File: config.mk
export PLATFORM = sky130hd
export DESIGN_NAME = cis_sensor_init_seq
export DESIGN_NICKNAME = d
export VERILOG_FILES = /design/src/rtl/cis_seq_pkg.sv /design/src/rtl/cis_seq_wb_regs.sv /design/src/rtl/cis_sensor_init_seq.sv
export SDC_FILE = /design/constraint.sdc
export NUM_CORES = 1
export LEC_CHECK = 0
export ABC_AREA = 0
export CAP_MARGIN = 10
export CORE_MARGIN = 2
export CORE_UTILIZATION = 63
export CTS_BUF_LIST = sky130_fd_sc_hd__clkbuf_8
export CTS_CLUSTER_DIAMETER = 100
export CTS_CLUSTER_SIZE = 28
export DETAILED_ROUTE_END_ITERATION = 16
export PLACE_DENSITY = 0.89
export SYNTH_ARGS = -nofsm -noshare
export SYNTH_HDL_FRONTEND = slang
export SYNTH_HIERARCHICAL = 1
export SYNTH_SLANG_ARGS = --single-unit
File: constraint.sdc
create_clock -name wb_clk_i -period 9.5 [get_ports wb_clk_i]
set_input_delay 1.9 -clock wb_clk_i [delete_from_list [all_inputs] [get_ports wb_clk_i]]
set_output_delay 1.9 -clock wb_clk_i [all_outputs]
set_load 0.01 [all_outputs]
File: src/rtl/cis_seq_pkg.sv
// rtl/cis_seq_pkg.sv - state encoding, register offsets and field positions for the sensor init sequencer
package cis_seq_pkg;

  typedef enum logic [2:0] {
    ST_IDLE,
    ST_PWR_ON,
    ST_RST_REL,
    ST_ISSUE,
    ST_WAIT,
    ST_NEXT,
    ST_DONE,
    ST_ERR
  } state_t;

  localparam logic [7:0] OFS_CTRL   = 8'h00;
  localparam logic [7:0] OFS_STATUS = 8'h04;
  localparam logic [7:0] OFS_DEV    = 8'h08;
  localparam logic [7:0] OFS_COUNT  = 8'h0C;
  localparam logic [7:0] OFS_TABLE  = 8'h40;

  localparam int CTRL_START  = 0;
  localparam int CTRL_ABORT  = 1;
  localparam int CTRL_IRQ_EN = 2;

  localparam int STAT_BUSY      = 0;
  localparam int STAT_DONE      = 1;
  localparam int STAT_ERR       = 2;
  localparam int STAT_RETRY_LSB = 4;
  localparam int STAT_IDX_LSB   = 8;

  localparam int TBL_ENTRIES = 16;

endpackage

File: src/rtl/cis_seq_wb_regs.sv
// rtl/cis_seq_wb_regs.sv - Wishbone slave decode, control/config registers and the command table
module cis_seq_wb_regs
  import cis_seq_pkg::*;
#(
  parameter logic [31:0] BASE_ADR = 32'h3000_0100
) (
  input  logic        wb_clk_i,
  input  logic        wb_rst_i,
  input  logic        wbs_stb_i,
  input  logic        wbs_cyc_i,
  input  logic        wbs_we_i,
  input  logic [3:0]  wbs_sel_i,
  input  logic [31:0] wbs_adr_i,
  input  logic [31:0] wbs_dat_i,
  output logic        wbs_ack_o,
  output logic [31:0] wbs_dat_o,
  input  logic        busy,
  input  logic        done,
  input  logic        err,
  input  logic [1:0]  retry,
  input  logic [3:0]  index,
  output logic        start_pulse,
  output logic        abort_pulse,
  output logic        irq_en,
  output logic [6:0]  dev,
  output logic [4:0]  count,
  output logic [23:0] entry
);

  logic [23:0] tbl [TBL_ENTRIES];
  logic [7:0]  ofs;
  logic        in_range, access, wr, tbl_hit;
  logic [3:0]  tbl_sel;
  logic [31:0] rdata, status;
  logic        unused_bits;

  // The block claims a 256-byte window; anything outside it is never acked.
  assign ofs      = wbs_adr_i[7:0];
  assign in_range = wbs_adr_i[31:8] == BASE_ADR[31:8];
  assign access   = wbs_cyc_i & wbs_stb_i & in_range & ~wbs_ack_o;
  assign wr       = access & wbs_we_i;
  assign tbl_hit  = ofs[7:6] == OFS_TABLE[7:6];
  assign tbl_sel  = ofs[5:2];

  assign start_pulse = wr && (ofs == OFS_CTRL) && wbs_dat_i[CTRL_START];
  assign abort_pulse = wr && (ofs == OFS_CTRL) && wbs_dat_i[CTRL_ABORT];
  assign entry       = tbl[index];
  assign unused_bits = ^{wbs_sel_i, wbs_dat_i[31:24]};

  always_comb begin
    status                          = '0;
    status[STAT_BUSY]               = busy;
    status[STAT_DONE]               = done;
    status[STAT_ERR]                = err;
    status[STAT_RETRY_LSB +: 2]     = retry;
    status[STAT_IDX_LSB +: 4]       = index;
  end

  always_comb begin
    rdata = '0;
    if (tbl_hit) begin
      rdata = {8'd0, tbl[tbl_sel]};
    end else begin
      case (ofs)
        OFS_CTRL:   rdata[CTRL_IRQ_EN] = irq_en;
        OFS_STATUS: rdata = status;
        OFS_DEV:    rdata = {25'd0, dev};
        OFS_COUNT:  rdata = {27'd0, count};
        default:    rdata = '0;
      endcase
    end
  end

  always_ff @(posedge wb_clk_i) begin
    if (wb_rst_i) begin
      wbs_ack_o <= 1'b0;
      wbs_dat_o <= '0;
      irq_en    <= 1'b0;
      dev       <= '0;
      count     <= '0;
      for (int i = 0; i < TBL_ENTRIES; i++) tbl[i] <= '0;
    end else begin
      wbs_ack_o <= access;
      if (access && !wbs_we_i) wbs_dat_o <= rdata;
      if (wr) begin
        if (ofs == OFS_CTRL) irq_en <= wbs_dat_i[CTRL_IRQ_EN];
        // Configuration is frozen while a sequence runs so cmd_* cannot shift under the I2C master.
        if (!busy) begin
          if (tbl_hit)          tbl[tbl_sel] <= wbs_dat_i[23:0];
          if (ofs == OFS_DEV)   dev          <= wbs_dat_i[6:0];
          if (ofs == OFS_COUNT) count        <= wbs_dat_i[4:0];
        end
      end
    end
  end

endmodule

File: src/rtl/cis_sensor_init_seq.sv
// rtl/cis_sensor_init_seq.sv - camera sensor power-up and I2C register-table init sequencer
module cis_sensor_init_seq
  import cis_seq_pkg::*;
#(
  parameter logic [31:0] BASE_ADR  = 32'h3000_0100,
  parameter int          PWR_WAIT  = 1000,
  parameter int          RST_WAIT  = 1000,
  parameter int          MAX_RETRY = 3
) (
  input  logic        wb_clk_i,
  input  logic        wb_rst_i,
  input  logic        wbs_stb_i,
  input  logic        wbs_cyc_i,
  input  logic        wbs_we_i,
  input  logic [3:0]  wbs_sel_i,
  input  logic [31:0] wbs_adr_i,
  input  logic [31:0] wbs_dat_i,
  output logic        wbs_ack_o,
  output logic [31:0] wbs_dat_o,
  output logic        cmd_valid_o,
  input  logic        cmd_ready_i,
  output logic [6:0]  cmd_dev_o,
  output logic [15:0] cmd_reg_o,
  output logic [7:0]  cmd_data_o,
  input  logic        i2c_done_i,
  input  logic        i2c_nack_i,
  output logic        cam_pwr_en_o,
  output logic        cam_reset_o,
  output logic        mipi_en_o,
  output logic        irq_o
);

  state_t      state_q, state_d;
  logic [31:0] timer_q, timer_d;
  logic [4:0]  idx_q, idx_d;
  logic [1:0]  retry_q, retry_d;
  logic        start_pulse, abort_pulse, irq_en, busy, done, err;
  logic [6:0]  dev;
  logic [4:0]  count, count_eff;
  logic [23:0] entry;

  cis_seq_wb_regs #(.BASE_ADR(BASE_ADR)) u_regs (
    .wb_clk_i    (wb_clk_i),
    .wb_rst_i    (wb_rst_i),
    .wbs_stb_i   (wbs_stb_i),
    .wbs_cyc_i   (wbs_cyc_i),
    .wbs_we_i    (wbs_we_i),
    .wbs_sel_i   (wbs_sel_i),
    .wbs_adr_i   (wbs_adr_i),
    .wbs_dat_i   (wbs_dat_i),
    .wbs_ack_o   (wbs_ack_o),
    .wbs_dat_o   (wbs_dat_o),
    .busy        (busy),
    .done        (done),
    .err         (err),
    .retry       (retry_q),
    .index       (idx_q[3:0]),
    .start_pulse (start_pulse),
    .abort_pulse (abort_pulse),
    .irq_en      (irq_en),
    .dev         (dev),
    .count       (count),
    .entry       (entry)
  );

  assign count_eff = (count > 5'd16) ? 5'd16 : count;
  assign busy      = state_q inside {ST_PWR_ON, ST_RST_REL, ST_ISSUE, ST_WAIT, ST_NEXT};
  assign done      = state_q == ST_DONE;
  assign err       = state_q == ST_ERR;

  // Outputs are pure functions of state, so ABORT's return to IDLE drops them in one cycle.
  assign cam_pwr_en_o = state_q != ST_IDLE;
  assign cam_reset_o  = (state_q == ST_IDLE) || (state_q == ST_PWR_ON);
  assign mipi_en_o    = done;
  assign cmd_valid_o  = state_q == ST_ISSUE;
  assign cmd_dev_o    = dev;
  assign cmd_reg_o    = entry[23:8];
  assign cmd_data_o   = entry[7:0];
  assign irq_o        = irq_en & (done | err);

  always_ff @(posedge wb_clk_i) begin
    if (wb_rst_i) begin
      state_q <= ST_IDLE;
      timer_q <= '0;
      idx_q   <= '0;
      retry_q <= '0;
    end else begin
      state_q <= state_d;
      timer_q <= timer_d;
      idx_q   <= idx_d;
      retry_q <= retry_d;
    end
  end

  always_comb begin
    state_d = state_q;
    timer_d = '0;
    idx_d   = idx_q;
    retry_d = retry_q;
    if (abort_pulse) begin
      state_d = ST_IDLE;
      idx_d   = '0;
      retry_d = '0;
    end else begin
      case (state_q)
        ST_IDLE, ST_DONE, ST_ERR: begin
          if (start_pulse) begin
            state_d = ST_PWR_ON;
            idx_d   = '0;
            retry_d = '0;
          end
        end
        ST_PWR_ON: begin
          if (timer_q + 32'd1 >= 32'(PWR_WAIT)) state_d = ST_RST_REL;
          else                                   timer_d = timer_q + 32'd1;
        end
        ST_RST_REL: begin
          if (timer_q + 32'd1 >= 32'(RST_WAIT)) state_d = (count_eff == 5'd0) ? ST_DONE : ST_ISSUE;
          else                                   timer_d = timer_q + 32'd1;
        end
        ST_ISSUE: begin
          if (cmd_ready_i) state_d = ST_WAIT;
        end
        ST_WAIT: begin
          if (i2c_done_i) begin
            if (!i2c_nack_i) begin
              state_d = ST_NEXT;
            end else if (32'(retry_q) < 32'(MAX_RETRY)) begin
              retry_d = retry_q + 2'd1;
              state_d = ST_ISSUE;
            end else begin
              state_d = ST_ERR;
            end
          end
        end
        ST_NEXT: begin
          retry_d = '0;
          idx_d   = idx_q + 5'd1;
          state_d = (idx_q + 5'd1 == count_eff) ? ST_DONE : ST_ISSUE;
        end
        default: state_d = ST_IDLE;
      endcase
    end
  end

endmodule

# Yosys cells after proc, flatten, opt, wreduce, memory -nomap -nowiden
# Memory sizes are Yosys's and may differ from the RTL's. A register that Yosys moved wholly into a read port is not among the register bits.
# Cells that the tools add are included.
# totals
register_bits,88
ram_bits,384
output_inout_bits,69
wordCells,103
mem_count,1
# mem_list
memory,depth,word_bits,rd,rd_ports_with_merged_regs,wr,line_no,text
u_regs.tbl,16,24,2,1,16,cis_seq_wb_regs.sv:30,logic [23:0] tbl [TBL_ENTRIES];
# classes
n_addsub,3
magnitude_cmp,3
eq_ne,20
muxes,34
n_bitwise,9
n_reduce_logical,24
# ops
cell,count
32-bit by 1-bit adder with 32-bit output (second input constant),1
32-bit by 10-bit greater-or-equal comparator with 1-bit output (second input constant),1
32-bit 2-to-1 mux,1
3-bit 2-to-1 mux,9
9-bit one-hot mux with 3 select lines,1
24-bit by 22-bit == test with 1-bit output (second input constant),1
24-bit 2-to-1 mux,1
24-bit OR reduction,1
3-bit one-hot mux with 6 select lines,1
8-bit by 4-bit == test with 1-bit output (second input constant),2
3-bit == test (second input constant),4
4-bit 2-to-1 mux,3
2-bit one-hot mux with 3 select lines,2
5-bit 2-to-1 mux,2
5-bit one-hot mux with 2 select lines,1
5-bit AND reduction,2
8-bit by 3-bit == test with 1-bit output (second input constant),1
8-bit zero test,1
1-bit 2-to-1 mux,8
2-bit 2-to-1 mux,4
2-bit by 1-bit inequality test with 1-bit output (second input constant),4
3-bit by 2-bit == test with 1-bit output (second input constant),2
2-bit inequality test (second input constant),3
3-bit AND reduction,2
other kinds (23),35

# Logic depth before layout (Yosys ltp)
# depth
ltp_word,10
depth_mapped,13

# Hierarchy
# Netlist, hierarchy kept.
# modules_own_cells
module,instances,cells_each,area_per_inst_um2,seq_area_each_um2
cis_seq_wb_regs,1,1474,21089.0,12291.8
cis_sensor_init_seq,1,277,2297.2,840.8

# Worst setup path after synthesis
# No wires, ideal clock.
# synth_path
path_type,input port to flip-flop
startpoint,in wbs_adr_i[25]
endpoint,"mem u_regs.tbl[6][0], enable pin"
arrival_ns,5.439
required_time_ns,9.027
setup_slack_ns,3.588
cell_stages,4
n_path_buf,0
path_cell_list,nor4b_1 -> nand4_2 -> or2_2 -> o41ai_1
# synth_lines
element,line_no,text
"start, declared",cis_sensor_init_seq.sv:16,"input logic [31:0] wbs_adr_i,"
"end, declared",cis_seq_wb_regs.sv:30,

==> impl_metrics.py <==
metrics = {
    "synth": {
        "synth_top_family_by_area": "multiplexers",
        "ys_types": 64,
        "ys_seq_area_share_pct": 56.2,
        "yosysMostFrequentCell": "nor2_1",
        "yosys-top-cells-count": "443 x nor2_1, 384 x edfxtp_1, 217 x mux4_2",
        "syn_inst": 1751,
        "syn_area_per_cell_um2": 13.4,
        "synth_compound_area_share_pct": 4.32,
        "synth-simple-area-share_pct": 13.0,
        "synth-async-reset-ratio_pct": 0,
        "synth-xor-area-share_pct": 1.04,
        "ys_warn_count": 6,
        "ys_top_cells_by_area": "edfxtp_1 49%, mux4_2 21%, nor2_1 7.1%",
        "synth_top_area_share_pct": 49.3,
        "yosys.area.top_type": "edfxtp_1",
        "synth-seq-cells": 464,
        "synth_edf_count": 384,
        "muxShareOfSynthArea_pct": 22.2,
        "synthAdderAreaFrac_pct": 0.375,
        "netlist_area_um2": 23400,
        "ys.flop_type": "edfxtp_1",
    },
    "pwr": {
        "combPwrFrac_pct": 10.7,
        "p_leak_nw": 7.75,
        "p_sw_w": 0.000848,
        "p_per_area_nw_per_um2": 138,
        "switching_share_pct": 24.2,
        "irDropWorstVdd_uv": 85.2,
        "p_int_w": 0.00266,
        "pwr-share-clk_pct": 22.7,
        "seqPwrFrac_pct": 66.6,
    },
    "clocking": {
        "clock-sinks": 464,
        "ctsResizeCount": 0,
        "cts_hold_buffers": 0,
        "htree_levels": 1,
        "clkTransAtPathRegs_ns": 0.14,
        "root_buffer": "clkbuf_8",
        "cts_setup_buffers": 0,
        "numCtsBuffers": 20,
        "cts_tree": "yes",
        "insertion_delay_ns": 0.64,
        "clockBufferDepth": 3,
    },
    "global_route": {
        "antenna_found_initial": 1,
        "gr-usage-met2_pct": 55.3,
        "grt_start_max_net_pins": 79,
        "grt_pass1_wl_um": 96600,
        "use_met1_pct": 42.8,
        "gr-total-overflow": 0,
        "grt_use_met3_pct": 8.47,
        "grt_busiest_layer": "met2",
        "grt_pass1_vias": 16900,
        "grtUsageTotal_pct": 33.7,
    },
    "worst_setup_path": {
        "path_depth": 9,
        "r2r_end": "u_regs/tbl[11][19]$_SDFFCE_PN0P_",
        "start_kind": "input port",
        "path_common_cell": "buf_4",
        "cp-end-kind": "flop",
        "startpoint": "wbs_adr_i[10]",
        "reg2reg_from": "state_q[1]$_SDFFE_PP0P_",
        "cp.arrival_ns": 6.19,
        "slowest_delay_ns": 0.77,
        "reg2reg_depth": 8,
        "timing.critical_path.cells": "clkdlybuf4s50_1, nor4_1, nand4b_2, nor4_4, nand4_1, buf_4, buf_4, o21ai_2, buf_4",
        "critPathTopFamily": "buffers and inverters",
        "critPathBufInv": 4,
        "ff2ff_setup_slack_ns": 4.97,
        "cp.required_ns": 9.78,
        "cp-endpoint": "u_regs/tbl[11][19]$_SDFFCE_PN0P_",
        "crit_fanout": 56,
        "critical_path_class": "input port to flop",
        "slowest_stage": "o21ai_2",
    },
    "drt": {
        "wl_per_cell_um": 28.3,
        "drt_wl_total_um": 64700,
        "firstDrtPassIters": 6,
        "via_per_inst": 7.23,
        "drt_iter0_markers": 2418,
        "drc_errors": 0,
        "postRouteAntennaNets": 0,
        "vias": 16500,
    },
    "timing": {
        "worst_slew_margin_rel_pct": 19.9,
        "period_needed_ns": 5.91,
        "finalHoldWorstSlack_ns": 0.505,
        "grt_setup_unrepaired": "false",
        "fmax_mhz": 169,
        "clock_skew_ns": 0.0463,
        "hold_viol_final": 0,
        "fin_tns_setup_ns": 0,
        "final.period_utilization_pct": 62.2,
        "drv_slew": 0,
        "finalSetupViolations": 0,
        "worst_slew_pin_slew_ns": 1.20,
    },
    "status": {
        "outcome": "complete, no violations",
    },
    "die": {
        "core_um2": 36600,
        "fp.dieH_um": 197,
        "die_area_um2": 38700,
        "io-pin-count": 145,
        "start_util_pct": 63.9,
        "row_count": 70,
        "fp.dieW_um": 197,
    },
    "placement": {
        "placed_cells": 2252,
        "port_buffers": 124,
        "dp_hpwl_um": 38700,
        "place.gp.congestion": 0.858,
    },
    "cells_and_area": {
        "fillers": 2326,
        "regArea_um2": 13100,
        "fin_cells": 2289,
        "layout-area-overhead-vs-synth_pct": 8.37,
        "drive_gt1_share_pct": 17.7,
        "multiInputGateArea_um2": 9780,
        "fin_nets": 1889,
    },
    "worst_hold_path": {
        "min_path_type": "flop to flop",
    },
    "flow_run": {
        "maxCapViolCount": 0,
    },
}
==> state kept, by name, indices dropped and copies added (netlist names) <==
register / cells
state_q: 3
retry_q: 2
idx_q: 5
u_regs/wbs_ack_o: 1
u_regs/irq_en: 1
u_regs/dev: 7
u_regs/count: 5
u_regs/tbl: 384
u_regs/wbs_dat_o: 24
timer_q: 32
==> worst reg2reg max path: stages (launching register included) <==
cell	delay, ns
dfxtp_1	0.48
nor3_1	0.45
a21oi_1	0.14
nor2b_1	0.64
nand4_1	0.19
buf_4	0.39
buf_4	0.50
o21ai_2	0.82
buf_4	0.52
==> stage by stage <==
stage | util (%) | cell area, um2 | worst slack [ns] | power, W
2_1_floorplan | - | 23500 | 3.59 | 0.00258
3_3_place_gp | 68.3 | 25000 | 3.30 | 0.00271
3_5_place_dp | 68.3 | 25000 | 3.15 | 0.00274
4_1_cts | 69.2 | 25300 | 3.57 | 0.00349
5_1_grt | 69.2 | 25300 | 3.41 | 0.00359
6_report | 69.2 | 25300 | 3.59 | 0.00351
==> power groups by stage <==
stage | sequential (W) | clock (W) | combinational [W]
final | 0.00234 | 0.000797 | 0.000375
after floorplan | 0.00236 | 0 | 0.000228
after global routing | 0.00234 | 0.000855 | 0.000387
after detailed placement | 0.00238 | 0 | 0.000362
after CTS | 0.00233 | 0.000791 | 0.000364
after global placement | 0.00236 | 0 | 0.000352
==> logic make-up after synthesis <==
family                   count (synthesis)
AND/OR/NAND/NOR                        708
adder cells (fa/ha/maj)                  7
other                                    2
multiplexers                           247
AO/OA/AOI/OAI                          138
XOR/XNOR                                26
buffers and inverters                  159
flip-flops                             464
==> worst min path at each step <==
| stage | start | cells past startpoint | slack (ns) | endpoint |
|---|---|---|---|---|
| 3_3_place_gp | u_regs/wbs_dat_o[20]$_SDFFE_PP0P_ | 1 | 0.46 | u_regs/wbs_dat_o[20]$_SDFFE_PP0P_ |
| 6_report | u_regs/wbs_dat_o[21]$_SDFFE_PP0P_ | 1 | 0.50 | u_regs/wbs_dat_o[21]$_SDFFE_PP0P_ |
| 2_1_floorplan | retry_q[1]$_SDFFE_PP0P_ | 2 | 0.45 | retry_q[1]$_SDFFE_PP0P_ |
| 3_5_place_dp | u_regs/wbs_dat_o[21]$_SDFFE_PP0P_ | 1 | 0.46 | u_regs/wbs_dat_o[21]$_SDFFE_PP0P_ |
| 4_1_cts | u_regs/wbs_dat_o[21]$_SDFFE_PP0P_ | 1 | 0.50 | u_regs/wbs_dat_o[21]$_SDFFE_PP0P_ |
| 5_1_grt | u_regs/wbs_dat_o[16]$_SDFFE_PP0P_ | 1 | 0.53 | u_regs/wbs_dat_o[16]$_SDFFE_PP0P_ |
==> area by class of cell <==
class | count | area share [%]
Antenna cell | 1 | 0.00987
Clock buffer | 21 | 1.14
Clock inverter | 15 | 0.252
Inverter | 15 | 0.222
Multi-Input combinational cell | 1156 | 38.6
Sequential cell | 464 | 51.9
Tap cell | 468 | 2.31
Timing Repair Buffer | 149 | 5.63
==> routing by layer <==
| layer | vias up | part of all wire, % |
|---|---|---|
| met4 | 0 | 4.6 |
| met2 | 1612 | 48 |
| met1 | 7982 | 32 |
| met5 | - | 0 |
| li1 | 6698 | - |
| met3 | 257 | 15 |
==> placed cells by master (no fill, tap or decap), types with 3 or more instances in the layout <==
cell type          n
mux4_2           217
and2_1             4
ha_1               7
nor2_1           442
nand2b_1           5
clkdlybuf4s50_1  122
nor2_2             5
or2_2              7
dfxtp_1           77
o21ai_2            7
nand4_1           14
o21ai_0           13
a31o_2             8
xnor2_1           13
buf_4             26
a22oi_1           38
edfxtp_1         384
nand3_1           21
inv_1             28
mux2_2             4
nor2b_1            7
clkbuf_8          21
o22ai_1            7
nor4_1            16
mux2i_1           26
o211ai_1           3
conb_1            30
nor3_1            19
or4_1              4
a22o_1            33
a21oi_1           13
nand2_1          134
and3_1             3
xor2_1            12
nand3_4            3
No activity file was read; power rests on OpenSTA's default activity.
